[src/rtl/seg7_pkg.sv]
// Shared types and constants for the seven-segment scan controller.
// The decoder's native output is active-low (common-anode board).
package seg7_pkg;

   localparam logic [6:0] SEG_OFF_LOW  = 7'h7F;
   localparam logic [6:0] SEG_OFF_HIGH = 7'h00;

   typedef enum logic {
      BLANK = 1'b0,
      ON    = 1'b1
   } scan_state_e;

   // Ceiling log2 with a floor of one bit so single-value ranges still get a register.
   function automatic int clog2(input int n);
      int w;
      int v;
      w = 0;
      v = n - 1;
      while (v > 0) begin
         w = w + 1;
         v = v >> 1;
      end
      if (w < 1) w = 1;
      return w;
   endfunction

endpackage

[src/rtl/Seg7decode.sv]
// Hex nibble to seven-segment pattern {g,f,e,d,c,b,a}, active-low (0 = segment lit).
module Seg7decode (
   input  logic [3:0] nibble,
   output logic [6:0] seg
);

   always_comb begin
      seg = 7'h7F;
      case (nibble)
         4'h0: seg = 7'h40;
         4'h1: seg = 7'h79;
         4'h2: seg = 7'h24;
         4'h3: seg = 7'h30;
         4'h4: seg = 7'h19;
         4'h5: seg = 7'h12;
         4'h6: seg = 7'h02;
         4'h7: seg = 7'h78;
         4'h8: seg = 7'h00;
         4'h9: seg = 7'h10;
         4'hA: seg = 7'h08;
         4'hB: seg = 7'h03;
         4'hC: seg = 7'h46;
         4'hD: seg = 7'h21;
         4'hE: seg = 7'h06;
         4'hF: seg = 7'h0E;
         default: seg = 7'h7F;
      endcase
   end

endmodule

[src/rtl/seg7_scan_ctrl.sv]
// Time-multiplexed scan of NUM_DIGITS common-anode digits through one shared decoder,
// with per-frame input snapshot, dead-time blanking, digit masking and leading-zero blanking.
module seg7_scan_ctrl
   import seg7_pkg::*;
#(
   parameter int NUM_DIGITS     = 4,
   parameter int TICK_DIV       = 50000,
   parameter int BLANK_CYCLES   = 500,
   parameter int SEG_ACTIVE_LOW = 1
) (
   input  logic                    clk,
   input  logic                    rst,
   input  logic [4*NUM_DIGITS-1:0] value,
   input  logic [NUM_DIGITS-1:0]   digit_mask,
   input  logic                    lz_suppress,
   output logic [NUM_DIGITS-1:0]   an,
   output logic [6:0]              seg7,
   output logic                    frame_done
);

   localparam int CNT_W = clog2(TICK_DIV);
   localparam int IDX_W = clog2(NUM_DIGITS);
   localparam logic [6:0]       SEG_OFF   = (SEG_ACTIVE_LOW != 0) ? SEG_OFF_LOW : SEG_OFF_HIGH;
   localparam logic [CNT_W-1:0] CNT_LAST  = CNT_W'(TICK_DIV - 1);
   localparam logic [CNT_W-1:0] CNT_BLANK = CNT_W'(BLANK_CYCLES);
   localparam logic [IDX_W-1:0] IDX_LAST  = IDX_W'(NUM_DIGITS - 1);

   scan_state_e             state;
   logic [IDX_W-1:0]        idx;
   logic [CNT_W-1:0]        cnt;
   logic [CNT_W-1:0]        cnt_next;
   logic                    slot_end;
   logic [4*NUM_DIGITS-1:0] shadow_value;
   logic [NUM_DIGITS-1:0]   shadow_mask;
   logic                    shadow_lz;
   logic [3:0]              nibbles [NUM_DIGITS];
   logic [NUM_DIGITS-1:0]   lz_blank;
   logic [NUM_DIGITS-1:0]   visible;
   logic                    zero_above;
   logic [6:0]              dec_seg;
   logic [6:0]              pol_seg;

   for (genvar g = 0; g < NUM_DIGITS; g++) begin : g_nibble
      assign nibbles[g] = shadow_value[4*g +: 4];
   end

   // A digit is lz-blanked when it and every more significant digit are zero; digit 0 always shows.
   always_comb begin
      zero_above = 1'b1;
      lz_blank   = '0;
      for (int i = NUM_DIGITS - 1; i >= 0; i--) begin
         zero_above  = zero_above & (nibbles[i] == 4'h0);
         lz_blank[i] = shadow_lz & zero_above & (i != 0);
      end
   end

   assign visible  = shadow_mask & ~lz_blank;
   assign slot_end = (cnt == CNT_LAST);
   assign cnt_next = slot_end ? '0 : cnt + 1'b1;

   Seg7decode u_decode (
      .nibble (nibbles[idx]),
      .seg    (dec_seg)
   );

   assign pol_seg = (SEG_ACTIVE_LOW != 0) ? dec_seg : ~dec_seg;

   // Scan FSM; pins are driven from the pre-edge state so they lag the counter by one cycle.
   always_ff @(posedge clk) begin
      if (rst) begin
         state        <= BLANK;
         idx          <= '0;
         cnt          <= '0;
         shadow_value <= '0;
         shadow_mask  <= '0;
         shadow_lz    <= 1'b0;
         an           <= '1;
         seg7         <= SEG_OFF;
         frame_done   <= 1'b0;
      end else begin
         cnt   <= cnt_next;
         state <= (cnt_next < CNT_BLANK) ? BLANK : ON;
         if (slot_end) begin
            idx <= (idx == IDX_LAST) ? '0 : idx + 1'b1;
         end
         if (state == BLANK && idx == '0 && cnt == '0) begin
            shadow_value <= value;
            shadow_mask  <= digit_mask;
            shadow_lz    <= lz_suppress;
         end
         frame_done <= slot_end && (idx == IDX_LAST);
         if (state == ON && visible[idx]) begin
            an   <= ~(NUM_DIGITS'(1) << idx);
            seg7 <= pol_seg;
         end else begin
            an   <= '1;
            seg7 <= SEG_OFF;
         end
      end
   end

endmodule

[config.mk]
export PLATFORM = sky130hd
export DESIGN_NAME = seg7_scan_ctrl
export DESIGN_NICKNAME = d
export VERILOG_FILES = /design/src/rtl/seg7_pkg.sv /design/src/rtl/Seg7decode.sv /design/src/rtl/seg7_scan_ctrl.sv
export SDC_FILE = /design/constraint.sdc
export NUM_CORES = 1
export LEC_CHECK = 0
export CAP_MARGIN = 10
export CORE_ASPECT_RATIO = 1.25
export CORE_MARGIN = 4
export CORE_UTILIZATION = 50
export CTS_BUF_LIST = sky130_fd_sc_hd__clkbuf_8
export CTS_CLUSTER_DIAMETER = 200
export CTS_CLUSTER_SIZE = 12
export DETAILED_ROUTE_END_ITERATION = 7
export PLACE_DENSITY = 0.73
export SLEW_MARGIN = 15
export SYNTH_ARGS = -nofsm -noshare
export SYNTH_HDL_FRONTEND = slang
export SYNTH_HIERARCHICAL = 1
export SYNTH_SLANG_ARGS = --single-unit
[constraint.sdc]
create_clock -name clk -period 5.9 [get_ports clk]
set_input_delay 1.18 -clock clk [delete_from_list [all_inputs] [get_ports clk]]
set_output_delay 1.18 -clock clk [all_outputs]
set_load 0.02 [all_outputs]
# Word-level counts from Yosys, hierarchy flattened
# Memory sizes are Yosys's and may differ from the RTL's. A register that Yosys moved wholly into a read port is not among the register bits.
# Cells that the tools add are included.
# word_totals
register_bits	45
romBits	112
input_bits	23
output_inout_bits	12
memories	1
# op_classes
add_sub_neg	2
order_cmp	3
eq_ne	2
shift	1
n_mux	8
bitwise	11
n_reduce_logical	10
# memory_table
name	depth	width	read_ports	rd_ports_with_merged_regs	write_ports	line_no	rtl
(no name shown)	16	7	1	1	0	Seg7decode.sv:9	case (nibble)
# op_table
op	count
$add A16 B1 Y16 const B	1
$eq A16 B16 Y1 const B	1
$logic_not A16 Y1	1
$lt A16 B9 Y1 const B	1
$mux W16	1
$logic_not A4 Y1	3
$bmux W4 S2	1
$mux W4	2
$not A4 Y4	2
$and A1 B1 Y1	5
$and A4 B4 Y4	1
$logic_and A1 B1 Y1	4
$shl A1 B2 Y4 const A	1
$ge A3 B3 Y1 const B	1
$lt A2 B3 Y1 const B	1
$not A2 Y3	1
$add A2 B1 Y2 const B	1
$bmux W1 S2	1
$eq A2 B2 Y1 const B	1
$logic_not A2 Y1	1
$mux W1	2
$mux W2	1
$not A1 Y1	2
$reduce_or A2 Y1	1

# Depth between registers and ports, before layout
# depth
depth_word	11
ltp_mapped	9

# By module
# Netlist, hierarchy kept.
# by_module_without_submodules
mod	instances	cells_each	area_per_inst_um2
seg7_scan_ctrl	1	251	2429.8
Seg7decode	1	33	274.0

# Least setup slack after synthesis
# Ideal clock, no wire load.
# synth_path
path_kind	register -> register
from	register idx[1]
to	register seg7[3]
setup_time_ns	0.126
t_arrival_ns	2.101
path_slack_ns	3.672
stages_incl_launch_ff	8
n_path_buf	1
synth_period_minus_slack_ns	2.228
cell_sequence	dfxtp_1 clkbuf_1 mux4_2 inv_1 ha_1 inv_1 mux4_1 nand2b_1
# synth_via
elab_chain_len	5
word_cells_on_any_way	9
# synth_lines
item	line_no	rtl
start: declaration	seg7_scan_ctrl.sv:29	logic [IDX_W-1:0] idx;
start signal: assignment	seg7_scan_ctrl.sv:84	idx <= (idx == IDX_LAST) ? '0 : idx + 1'b1;
$bmux W1 S2	seg7_scan_ctrl.sv:92	if (state == ON && visible[idx]) begin
$mux W1 (implied by the code)	seg7_scan_ctrl.sv:92	
$logic_and A1 B1 Y1	seg7_scan_ctrl.sv:92	
$not A1 Y1 (no line)	n/a	
$reduce_or A2 Y1 (no line)	n/a	
end: declaration	seg7_scan_ctrl.sv:17	output logic [6:0] seg7,
# Parallel ways exist; a longest one is shown, timed or not. The select of a mux whose other input is x is not followed.
# A chain may end at the register's enable or synchronous reset.

==> results.json <==
{
  "areaGrowthSynthToFinish_pct": 14.8,
  "syn_avg_cell_area_sq_um": 9.52,
  "crit_type": "in2reg",
  "drc": 0,
  "synth_compound_area_frac": 0.0796,
  "crit_end": "state",
  "yosysTopAreaCellShare": 0.385,
  "yosys.area_share.simple": 0.211,
  "power.share.combinational": 0.136,
  "die_h_microns": 90.2,
  "p_sw_uw": 186,
  "p_seq_frac": 0.489,
  "firstDrtPassIters": 4,
  "drt-total-wl_mm": 5.47,
  "fin_tns_setup_ns": 0,
  "fmax_mhz": 373,
  "max_stage_delay_ns": 0.47,
  "critPathLaunchType": "input pin",
  "synth-edff-count": 0,
  "synth_common_cells": "52 x dfxtp_1, 40 x nor2_1, 25 x mux2i_1, 17 x nand2_1, 13 x ha_1",
  "fin_skew_ns": 0.00730,
  "synthCells": 284,
  "yosysMostFrequentCell": "dfxtp_1",
  "synthMuxAreaShare": 0.145,
  "hold_buffers": 0,
  "hpwl_mm": 3.93,
  "p_int_uw": 594,
  "portBuffers": 34,
  "timing.critical_path.from": "rst",
  "syn_nets": 320,
  "start_util": 0.525,
  "cts_tree": "yes",
  "synth_area_leaders": "dfxtp_1 39%, mux2i_1 9.3%, ha_1 6.0%",
  "io_pins": 35,
  "cts_resized": 0,
  "status": "finished clean",
  "grt_overflow": 0,
  "worstPathMaxFanout": 30,
  "hold_viol": 0,
  "synth_fa_ha_area_frac": 0.0602,
  "path_cells": "clkdlybuf4s50_1 -> buf_4 -> inv_1 -> o41ai_1 -> buf_4 -> a21oi_1 -> or4b_1 -> o211ai_1",
  "cp.depth": 8,
  "root_buffer": "clkbuf_8",
  "yosysSeqAreaShare": 0.385,
  "crit_family": "buffers and inverters",
  "grt_pass1_wl_mm": 8.91,
  "chipWidth_microns": 73.8,
  "via_per_inst": 5.68,
  "setup_viol": 0,
  "setup_ws_ns": 3.22,
  "postRouteAntennaNets": 0,
  "synth_ff_type": "dfxtp_1",
  "grt_util_all_layers": 0.167,
  "cp-end-kind": "register",
  "clock_power_share": 0.375,
  "ys_types": 51,
  "worstSkewPairLatency_ns": 0.31,
  "synth_warnings": 6,
  "h-tree-depth": 2,
  "syn_area_sq_um": 2700,
  "placed_cells": 362,
  "arrival_ns": 2.92,
  "fin_crit_sh": 0.454,
  "slowest_stage": "or4b_1",
  "ys_async_sr_fraction": 0,
  "die-area_sq_um": 6660,
  "maxCapViolations": 0,
  "switching_share": 0.238,
  "wire_per_inst_microns": 14.8,
  "vias": 2102,
  "fp-row-count": 29,
  "powerDensity_nw_per_um2": 251,
  "cts_setup_buffers": 0,
  "final_cells": 370,
  "antenna_cells": 0,
  "tightest_slew_ns": 0.775,
  "leakagePower_uw": 0.00119,
  "maxSlewViolCount": 0,
  "synth_top_family_by_area": "simple AND/OR/NAND/NOR gates",
  "regToRegSetupSlack_ns": 3.40,
  "grt_pass1_vias": 1915,
  "ys_ff_latch": 52,
  "hold_path_class": "reg2reg",
  "drt_iter0_drc": 98,
  "critPathBufInv": 4,
  "relSlewSlack": 0.484,
  "rsz0062_at_grt": "no",
  "grt_max_degree": 31,
  "antenna_found_initial": 0,
  "yosysTopAreaCell": "dfxtp_1",
  "min_period_ns": 2.68,
  "drive_gt1_frac": 0.0747,
  "r2r_end": "state",
  "worstPathRequired_ns": 6.14,
  "reg2reg_from": "cnt[0]",
  "crit_top_cell": "buf_4",
  "clockBufferDepth": 2,
  "vdd_drop_max_v": 0.000179,
  "rr_worst_depth": 6,
  "synth_xor_area_frac": 0.0389,
  "clk_pin_slew_ns": 0.10,
  "cts_sinks": 52,
  "gp_congestion": 0.887,
  "nets": 343,
  "coreArea_sq_um": 5150,
  "numCtsBuffers": 5,
  "post-place-ws_ns": 2.93
}
[sequential cells by signal, indices dropped and copies added, names as in the netlist]
| register | count |
|---|---|
| state | 1 |
| an | 4 |
| idx | 2 |
| cnt | 16 |
| seg7 | 7 |
| frame_done | 1 |
| shadow_lz | 1 |
| shadow_value | 16 |
| shadow_mask | 4 |
[cells in the final DEF, fill, tap and decap left out, types with 6 or more instances in the layout]
| cell | count |
|---|---|
| a21oi_1 | 7 |
| clkdlybuf4s50_1 | 34 |
| dfxtp_1 | 52 |
| ha_1 | 13 |
| inv_1 | 12 |
| mux2i_1 | 25 |
| nand2_1 | 17 |
| nand2b_1 | 9 |
| nand3_1 | 8 |
| nand4_1 | 6 |
| nor2_1 | 40 |
| o21ai_0 | 7 |
| xnor2_1 | 8 |
[area by class of cell]
class | instances | area [sq um]
Multi-Input combinational cell | 200 | 1450
Fill cell | 451 | 2050
Clock buffer | 5 | 68.8
Tap cell | 62 | 77.6
Clock inverter | 3 | 68.8
Sequential cell | 52 | 1040
Inverter | 12 | 45.0
Timing Repair Buffer | 36 | 355
[per-layer routing]
metal  vias up  share of wire  track usage
met5         -              0            0
met4         0          0.015       0.0559
met1       999           0.45        0.225
li1       1041              -            -
met3         7          0.044       0.0301
met2        55           0.49        0.265
[worst min-delay path by stage]
stage          cells after the start      startpoint  slack (ns)        endpoint
4_1_cts                            2  shadow_mask[0]        0.51  shadow_mask[0]
2_1_floorplan                      3           state        0.46         seg7[6]
3_5_place_dp                       2  shadow_mask[0]        0.48  shadow_mask[0]
6_report                           2  shadow_mask[0]        0.50  shadow_mask[0]
5_1_grt                            2  shadow_mask[1]        0.54  shadow_mask[1]
3_3_place_gp                       2  shadow_mask[1]        0.48  shadow_mask[1]
[worst min-delay path: cells and delay by family (launching register included)]
| family | cells | cell delay [ns] |
|---|---|---|
| muxes | 1 | 0.07 |
| and+or+nand+nor | 1 | 0.07 |
| DFF | 1 | 0.34 |
[cell families (layout without fill, tap and decap cells)]
| group | after synthesis | in the layout |
|---|---|---|
| mux | 32 | 32 |
| buf+inv | 32 | 56 |
| fa+ha+maj | 13 | 13 |
| flops | 52 | 52 |
| xor+xnor | 12 | 12 |
| simple gates | 112 | 112 |
| compound gates | 31 | 31 |
[through the flow]
stage / util / hold WS, ns / power (uW) / instance area [sq um]
6_report: 0.602 / 0.504 / 779 / 3100
5_1_grt: 0.602 / 0.544 / 808 / 3100
4_1_cts: 0.602 / 0.508 / 783 / 3100
3_5_place_dp: 0.576 / 0.482 / 495 / 2970
3_3_place_gp: 0.576 / 0.477 / 493 / 2970
2_1_floorplan: - / 0.456 / 469 / 2700
[power groups by stage]
| stage | clock, uW | sequential [uW] | combinational, uW |
|---|---|---|---|
| 2_1_floorplan | 0 | 382 | 86.8 |
| 4_1_cts | 296 | 380 | 107 |
| 3_3_place_gp | 0 | 388 | 105 |
| 3_5_place_dp | 0 | 388 | 106 |
| 5_1_grt | 307 | 383 | 118 |
| 6_report | 292 | 381 | 106 |
Note: power is estimated with default switching activity, not from simulation.
